<file path="src/rtl/reproductor_pkg.sv">
// Shared types and timing constants for the melody playback controller.
package reproductor_pkg;

  typedef enum logic [1:0] {
    REPOSO   = 2'd0,
    NOTA     = 2'd1,
    SILENCIO = 2'd2,
    PAUSADO  = 2'd3
  } estado_t;

  localparam int unsigned CLOCK_FREQUENCY = 12000000;
  localparam int unsigned ANCHO_TONO      = 16;

  function automatic int unsigned ms_a_ciclos(input int unsigned ms);
    return (CLOCK_FREQUENCY / 1000) * ms;
  endfunction

  localparam int unsigned T_NOTA_DEF        = ms_a_ciclos(250);
  localparam int unsigned T_SILENCIO_DEF    = ms_a_ciclos(20);
  localparam int unsigned ULTIMO_INDICE_DEF = 29;
  localparam int unsigned ANCHO_T_DEF       = 22;

endpackage

</file>
<file path="src/rtl/reproductor_melodia_divisor_tono.sv">
// Tone divider: counts to half_period-1, then toggles the registered square wave.
module divisor_tono
  import reproductor_pkg::*;
(
  input  logic                  clk,
  input  logic                  rst,
  input  logic                  i_enable,
  input  logic                  i_clear,
  input  logic                  i_mute,
  input  logic [ANCHO_TONO-1:0] i_half_period,
  output logic                  o_onda
);

  logic [ANCHO_TONO-1:0] r_cuenta;
  logic                  r_onda;
  logic                  w_limite;

  // A half-period shrinking below the current count still toggles on this cycle.
  always_comb begin
    w_limite = 1'b0;
    if (i_half_period != '0)
      w_limite = (r_cuenta >= (i_half_period - 1'b1));
  end

  always_ff @(posedge clk) begin
    if (rst || i_clear) begin
      r_cuenta <= '0;
      r_onda   <= 1'b0;
    end else if (i_mute) begin
      r_onda   <= 1'b0;
    end else if (i_enable) begin
      if (w_limite) begin
        r_cuenta <= '0;
        r_onda   <= ~r_onda;
      end else begin
        r_cuenta <= r_cuenta + 1'b1;
      end
    end
  end

  assign o_onda = r_onda;

endmodule

</file>
<file path="src/rtl/reproductor_melodia.sv">
// Melody playback FSM: steps the note index, times notes and gaps, drives the buzzer.
module reproductor_melodia
  import reproductor_pkg::*;
#(
  parameter int unsigned T_NOTA        = T_NOTA_DEF,
  parameter int unsigned T_SILENCIO    = T_SILENCIO_DEF,
  parameter int unsigned ULTIMO_INDICE = ULTIMO_INDICE_DEF,
  parameter int unsigned ANCHO_T       = ANCHO_T_DEF
) (
  input  logic                  clk,
  input  logic                  rst,
  input  logic                  play,
  input  logic                  pausa,
  input  logic                  stop,
  input  logic                  bucle,
  input  logic [ANCHO_TONO-1:0] nota,
  output logic [4:0]            indice,
  output logic                  buzzer,
  output logic                  sonando,
  output logic                  fin
);

  localparam logic [ANCHO_T-1:0] L_FIN_NOTA     = ANCHO_T'(T_NOTA - 1);
  localparam logic [ANCHO_T-1:0] L_FIN_SILENCIO = ANCHO_T'(T_SILENCIO - 1);
  localparam logic [5:0]         L_ULTIMO       = 6'(ULTIMO_INDICE);

  estado_t            r_estado, w_estado_sig;
  estado_t            r_guardado, w_guardado_sig;
  logic [4:0]         r_indice, w_indice_sig;
  logic [ANCHO_T-1:0] r_dur, w_dur_sig;
  logic               r_fin, w_fin_sig;
  logic               r_sonando;
  logic               w_fin_cancion;
  logic               w_tono_en, w_tono_clr, w_mute;
  logic               w_onda;

  assign w_fin_cancion = (nota == '0) || ({1'b0, r_indice} > L_ULTIMO);

  always_comb begin
    w_estado_sig   = r_estado;
    w_guardado_sig = r_guardado;
    w_indice_sig   = r_indice;
    w_dur_sig      = r_dur;
    w_fin_sig      = 1'b0;
    w_tono_en      = 1'b0;
    w_tono_clr     = 1'b0;
    w_mute         = 1'b0;
    if (stop) begin
      w_estado_sig = REPOSO;
      w_indice_sig = '0;
      w_dur_sig    = '0;
      w_tono_clr   = 1'b1;
    end else begin
      unique case (r_estado)
        REPOSO: begin
          w_indice_sig = '0;
          w_dur_sig    = '0;
          w_tono_clr   = 1'b1;
          if (play) w_estado_sig = NOTA;
        end
        NOTA: begin
          // Pause keeps both counters so the note resumes exactly where it stopped.
          if (pausa) begin
            w_estado_sig   = PAUSADO;
            w_guardado_sig = NOTA;
            w_mute         = 1'b1;
          end else if (w_fin_cancion) begin
            w_indice_sig = '0;
            w_dur_sig    = '0;
            w_tono_clr   = 1'b1;
            if (!bucle) begin
              w_estado_sig = REPOSO;
              w_fin_sig    = 1'b1;
            end
          end else if (r_dur == L_FIN_NOTA) begin
            w_estado_sig = SILENCIO;
            w_dur_sig    = '0;
            w_tono_clr   = 1'b1;
          end else begin
            w_dur_sig = r_dur + 1'b1;
            w_tono_en = 1'b1;
          end
        end
        SILENCIO: begin
          if (pausa) begin
            w_estado_sig   = PAUSADO;
            w_guardado_sig = SILENCIO;
            w_mute         = 1'b1;
          end else if (r_dur == L_FIN_SILENCIO) begin
            w_estado_sig = NOTA;
            w_indice_sig = r_indice + 1'b1;
            w_dur_sig    = '0;
            w_tono_clr   = 1'b1;
          end else begin
            w_dur_sig = r_dur + 1'b1;
          end
        end
        PAUSADO: begin
          w_mute = 1'b1;
          if (pausa || play) w_estado_sig = r_guardado;
        end
        default: w_estado_sig = REPOSO;
      endcase
    end
  end

  always_ff @(posedge clk) begin
    if (rst) begin
      r_estado   <= REPOSO;
      r_guardado <= NOTA;
      r_indice   <= '0;
      r_dur      <= '0;
      r_fin      <= 1'b0;
      r_sonando  <= 1'b0;
    end else begin
      r_estado   <= w_estado_sig;
      r_guardado <= w_guardado_sig;
      r_indice   <= w_indice_sig;
      r_dur      <= w_dur_sig;
      r_fin      <= w_fin_sig;
      r_sonando  <= (w_estado_sig == NOTA) || (w_estado_sig == SILENCIO);
    end
  end

  divisor_tono u_divisor_tono (
    .clk           (clk),
    .rst           (rst),
    .i_enable      (w_tono_en),
    .i_clear       (w_tono_clr),
    .i_mute        (w_mute),
    .i_half_period (nota),
    .o_onda        (w_onda)
  );

  assign indice  = r_indice;
  assign buzzer  = w_onda;
  assign sonando = r_sonando;
  assign fin     = r_fin;

endmodule

</file>
<file path="config.mk">
export PLATFORM = sky130hd
export DESIGN_NAME = reproductor_melodia
export DESIGN_NICKNAME = d
export VERILOG_FILES = /design/src/rtl/reproductor_pkg.sv /design/src/rtl/reproductor_melodia_divisor_tono.sv /design/src/rtl/reproductor_melodia.sv
export SDC_FILE = /design/constraint.sdc
export NUM_CORES = 1
export LEC_CHECK = 0
export ABC_AREA = 1
export CORE_MARGIN = 2
export CORE_UTILIZATION = 64
export CTS_BUF_LIST = sky130_fd_sc_hd__clkbuf_16
export DETAILED_ROUTE_END_ITERATION = 10
export GPL_TIMING_DRIVEN = 0
export PLACE_DENSITY = 0.95
export SYNTH_ARGS = -nofsm -noshare
export SYNTH_HDL_FRONTEND = slang
export SYNTH_SLANG_ARGS = --single-unit
</file>
<file path="constraint.sdc">
create_clock -name clk -period 5.76 [get_ports clk]
set_clock_uncertainty 0.05 [all_clocks]
set_input_delay 1.152 -clock clk [delete_from_list [all_inputs] [get_ports clk]]
set_output_delay 1.152 -clock clk [all_outputs]
set_load 0.01 [all_outputs]
</file>
After elaboration in Yosys (flattened, before gate mapping)
Cells that the tools add are included.
Storage, ports and cells
  bits in registers: 50
  output and inout port bits: 8
  word-level logic and storage cells: 92
Cells by class
  multiplexer cells: 42
  order comparisons: 2
  reduce and logical (&&, ||, !) cells: 18
  equal/unequal tests: 13
  bitwise logic cells: 5
  add/sub/neg operators: 4
Operators with widths (count)
  $mux W22: 5
  $pmux W22 S3: 1
  $add A22 B1 Y22 const B: 1
  $eq A22 B18 Y1 const B: 1
  $eq A22 B22 Y1 const B: 1
  $mux W2: 11
  $mux W5: 4
  $add A16 B1 Y16 const B: 1
  $ge A16 B16 Y1: 1
  $logic_not A16 Y1: 1
  $mux W16: 1
  $reduce_bool A16 Y1: 1
  $sub A16 B1 Y16 const B: 1
  $mux W1: 15
  $pmux W5 S3: 1
  $ne A2 B2 Y1 const B: 6
  $pmux W2 S4: 1
  $eq A2 B2 Y1 const B: 3
  $reduce_or A2 Y1: 3
  $add A5 B1 Y5 const B: 1
  $gt A5 B5 Y1 const B: 1
  $not A1 Y1: 5
  $reduce_and A5 Y1: 1
  $reduce_or A5 Y1: 1
  11 further kinds: 16

Depth between registers and ports, before layout
  depth after elaboration: 8
  depth in mapped cells: 21
  gate-level depth less buffers: 20

Cells and area by module
A second synthesis with hierarchy kept.
Unflattened totals
  cell total of the unflattened synthesis: 567
  area, all modules: 3885.0 um^2
By module, submodules not included
  reproductor_melodia: instances 1, cells each 317, area each 2267.2 um^2
  divisor_tono: instances 1, cells each 250, area each 1617.8 um^2

Worst setup path after synthesis
Ideal clock, no wire load.
  kind: input -> register
  start point: input port nota[1]
  end point: register u_divisor_tono.r_cuenta[12]
  setup time: 0.109 ns
  arrival: 3.329 ns
  data required time: 5.601 ns
  stages on the path: 21
  slack: 2.272 ns
  cell sequence: nor2_1 nand2_1 nor3_2 nand2_1 nor2_1 nand2_1 nor2_1 nand4_1 xnor2_1 inv_1 ha_1 nand2_1 nor3_1 nand3_1 nand3_1 nand2_2 buf_6 nand3b_1 nand2_1 nand2_1 inv_1
On the way
  word-level cells in the longest chain between the ends: 7
Ends and longest elaborated chain
  start: declaration: line reproductor_melodia.sv:16  | input logic [ANCHO_TONO-1:0] nota,
  parallel branches: the longest is 7 deep, another holds $sub A16 B1 Y16
  end signal: assignment: line reproductor_melodia_divisor_tono.sv:36  | r_cuenta <= r_cuenta + 1'b1;
  end: declaration: line reproductor_melodia_divisor_tono.sv:14  | logic [ANCHO_TONO-1:0] r_cuenta;
Several ways; the timed one is not identified.
A chain may end at the register's enable or synchronous reset.

Final worst setup path
  start point: input port nota[2]
  end point: register u_divisor_tono.r_cuenta[15]
Same word-level chain as after synthesis.

==> metrics.txt <==
Die X 83.4 µm; PD cells 164 mW/mm²; Max FO, Critical Path 10; P_int 0.548 mW; Hold Crit Class reg2reg; final worst path period share 72.4%; Peak Freq 240 MHz; Placed Cells 711; maximum root-to-sink buffer count 2; MaxCap Viol Count 0; fill cell count 430; cts repair resizes 0; P&R area growth vs syn 12.9%; WL/cell 14.3 µm; clk slew on worst S/H paths 0.07 ns; vias per cell 5.71; post-synthesis cell area 0.00403 mm²; cell leakage power 1.96 nW; NumNets Final 691; core region area 0.00599 mm²; top-area cell type share of the netlist area 24.8%; CP Class in2reg; leading area contributor after synthesis dfxtp_1; Synth top cells by count 140 x nand2_1, 84 x nor2_1, 71 x inv_1, 50 x dfxtp_1, 40 x nand3_1; # diodes 0; Root Driver clkbuf_16; setup_tns 0 ns; final WL 10.3 mm; CTS Sinks 50; Critical Path Start Type input port; Gate power share 13.1%; io pins 30; final hold viol count 0; top_reg_cell synth dfxtp_1; RSZ-0062 raised after global routing false; first-pass GRT wire length 17.6 mm; asr flop ratio synth 0%; normalized max-slew margin 56.1%; post-route insts no fill 719; Clock Latency Late Sink 0.29 ns; FF+latch count, synth 50; CTS tree yes; Reg area 0.00100 mm²; grt total ovfl 0; Mapped Cells 608; FP Rows 28; Setup crit end kind flop; number of remaining DRC errors 0; endpoints failing setup 0; total setup buffers inserted after CTS 0; switching share of power 26.6%; P_sw 0.198 mW; Critical Path RT 5.90 ns; Yosys cell types 38; H-tree Lvls 2; largest net degree at the start of global routing 17; die area 0.00695 mm²; YS warnings 0; gpl congestion 0.921; hold buffer count at cts 0; most frequent cell after synthesis nand2_1; IO Port Bufs 28; share of cells above drive strength 1 10.1%; initial antenna violation count 0; Num CTS Buffers 5; crit path DAT 4.31 ns; Initial Util 67.3%; die height 83.4 µm; First-pass DRT Iterations 5; fraction of power consumed by sequential logic 47.0%; DP HPWL 7.78 mm; post-synthesis sequential area ratio 24.8%; Clk network pwr share 39.9%; DR iter-0 viols 168; Total Routing Usage GR 29.9%; Mapped Nets 656; post-route ant nets 0; Mapped Avg Cell Area 6.63 µm²; final worst path period need 4.17 ns; Final Max Tran Viols 0; worst hold margin 0.423 ns; vias in the first global route 4,031; Post-synth EDFFs 0; DR vias 4,104; outcome finished, final reports clean; Slew @ Worst Pin 0.653 ns; Max IR drop VDD 0.000178 V; area of the multi-input gates 0.00264 mm²; Synth area leaders dfxtp_1 25%, nand2_1 13%, ha_1 8.1%
-- metal layers --
layer | routed length (µm) | part of all wire (%) | global-route usage, %
met3 | 536 | 5.2 | 4.27
met4 | 312 | 3.0 | 12.2
met5 | 0 | 0 | 0
met2 | 5320 | 52 | 55.3
met1 | 4090 | 40 | 34.1
-- power by group through the flow --
| stage | combinational [mW] | clock (mW) | sequential [mW] |
|---|---|---|---|
| floorplan | 0.0603 | 0 | 0.358 |
| global placement | 0.0907 | 0 | 0.358 |
| detailed placement | 0.0954 | 0 | 0.358 |
| CTS | 0.0964 | 0.301 | 0.350 |
| global route | 0.108 | 0.317 | 0.351 |
| finish | 0.0978 | 0.298 | 0.351 |
-- cell usage in the layout, fill, tap and decap left out, types with 2 or more instances in the layout --
cell / n
a211oi_1: 2
a21oi_1: 28
buf_2: 3
buf_4: 2
buf_6: 5
clkbuf_16: 5
clkdlybuf4s50_1: 28
dfxtp_1: 50
ha_1: 26
inv_1: 71
inv_2: 9
nand2_1: 140
nand2_2: 7
nand2_4: 4
nand3_1: 40
nand3_2: 3
nand3_4: 3
nand3b_1: 10
nand4_1: 21
nor2_1: 84
nor2_2: 9
nor2_4: 3
nor3_1: 16
nor3_2: 6
nor3b_1: 3
nor4_1: 3
o21ai_0: 9
o21bai_1: 4
o31ai_1: 2
xnor2_1: 12
xor2_1: 24
-- worst paths after layout --
kind	endpoint	depth (start not counted)	slack (ns)	startpoint
worst max-delay path	u_divisor_tono.r_cuenta[15]	22	1.59	nota[2]
worst min-delay path	r_guardado[1]	2	0.42	r_guardado[1]
worst max register to register	r_dur[21]	13	3.36	r_estado[0]
worst min register to register	r_guardado[1]	2	0.42	r_guardado[1]
-- sequential cells by signal, summed over array words and instances, names as in the netlist --
register and cells:
r_dur 22, u_divisor_tono.r_cuenta 16, indice 5, r_estado 2
r_guardado 2, fin 1, sonando 1, u_divisor_tono.o_onda 1
-- worst max-delay path: stages --
cell and delay (ns):
clkdlybuf4s50_1 0.48, nor2_1 0.11, nand2_1 0.10, nor3_2 0.17
nand2_1 0.12, nor2_1 0.10, nand2_1 0.10, nor2_1 0.15
nand4_1 0.14, xnor2_1 0.15, inv_1 0.06, ha_1 0.31
nand2_1 0.10, nor3_1 0.27, nand3_1 0.11, nand3_1 0.11
nand2_2 0.16, buf_6 0.19, nand3_1 0.08, nand2_1 0.06
nand2_1 0.06, inv_1 0.03
-- cell type report --
type	instances	share of cell area (%)
clock buffers	5	2.75
clock inverters	3	0.440
repair buffers	28	6.16
plain buffers	11	1.98
well taps	75	2.06
multi-input cells	466	57.9
flip-flops and latches	50	22.0
inverters	81	6.73
-- metrics by stage --
stage	total power [mW]	utilization [%]	cell area, µm²	setup slack [ns]
floorplan	0.418	-	4030	2.27
global placement	0.449	73.6	4410	1.49
detailed placement	0.454	73.6	4410	1.33
CTS	0.748	76.0	4550	1.60
global route	0.775	76.0	4550	1.29
finish	0.747	76.0	4550	1.59
-- logic make-up after synthesis --
kind of cell | after synthesis | synth area share, %
AO/OA/AOI/OAI | 52 | 7.57
XOR/XNOR | 36 | 7.82
flip-flops | 50 | 24.8
buffers and inverters | 92 | 9.83
adder cells (fa/ha/maj) | 26 | 8.06
AND/OR/NAND/NOR | 352 | 41.9
No activity file was read; power rests on OpenSTA's default activity.
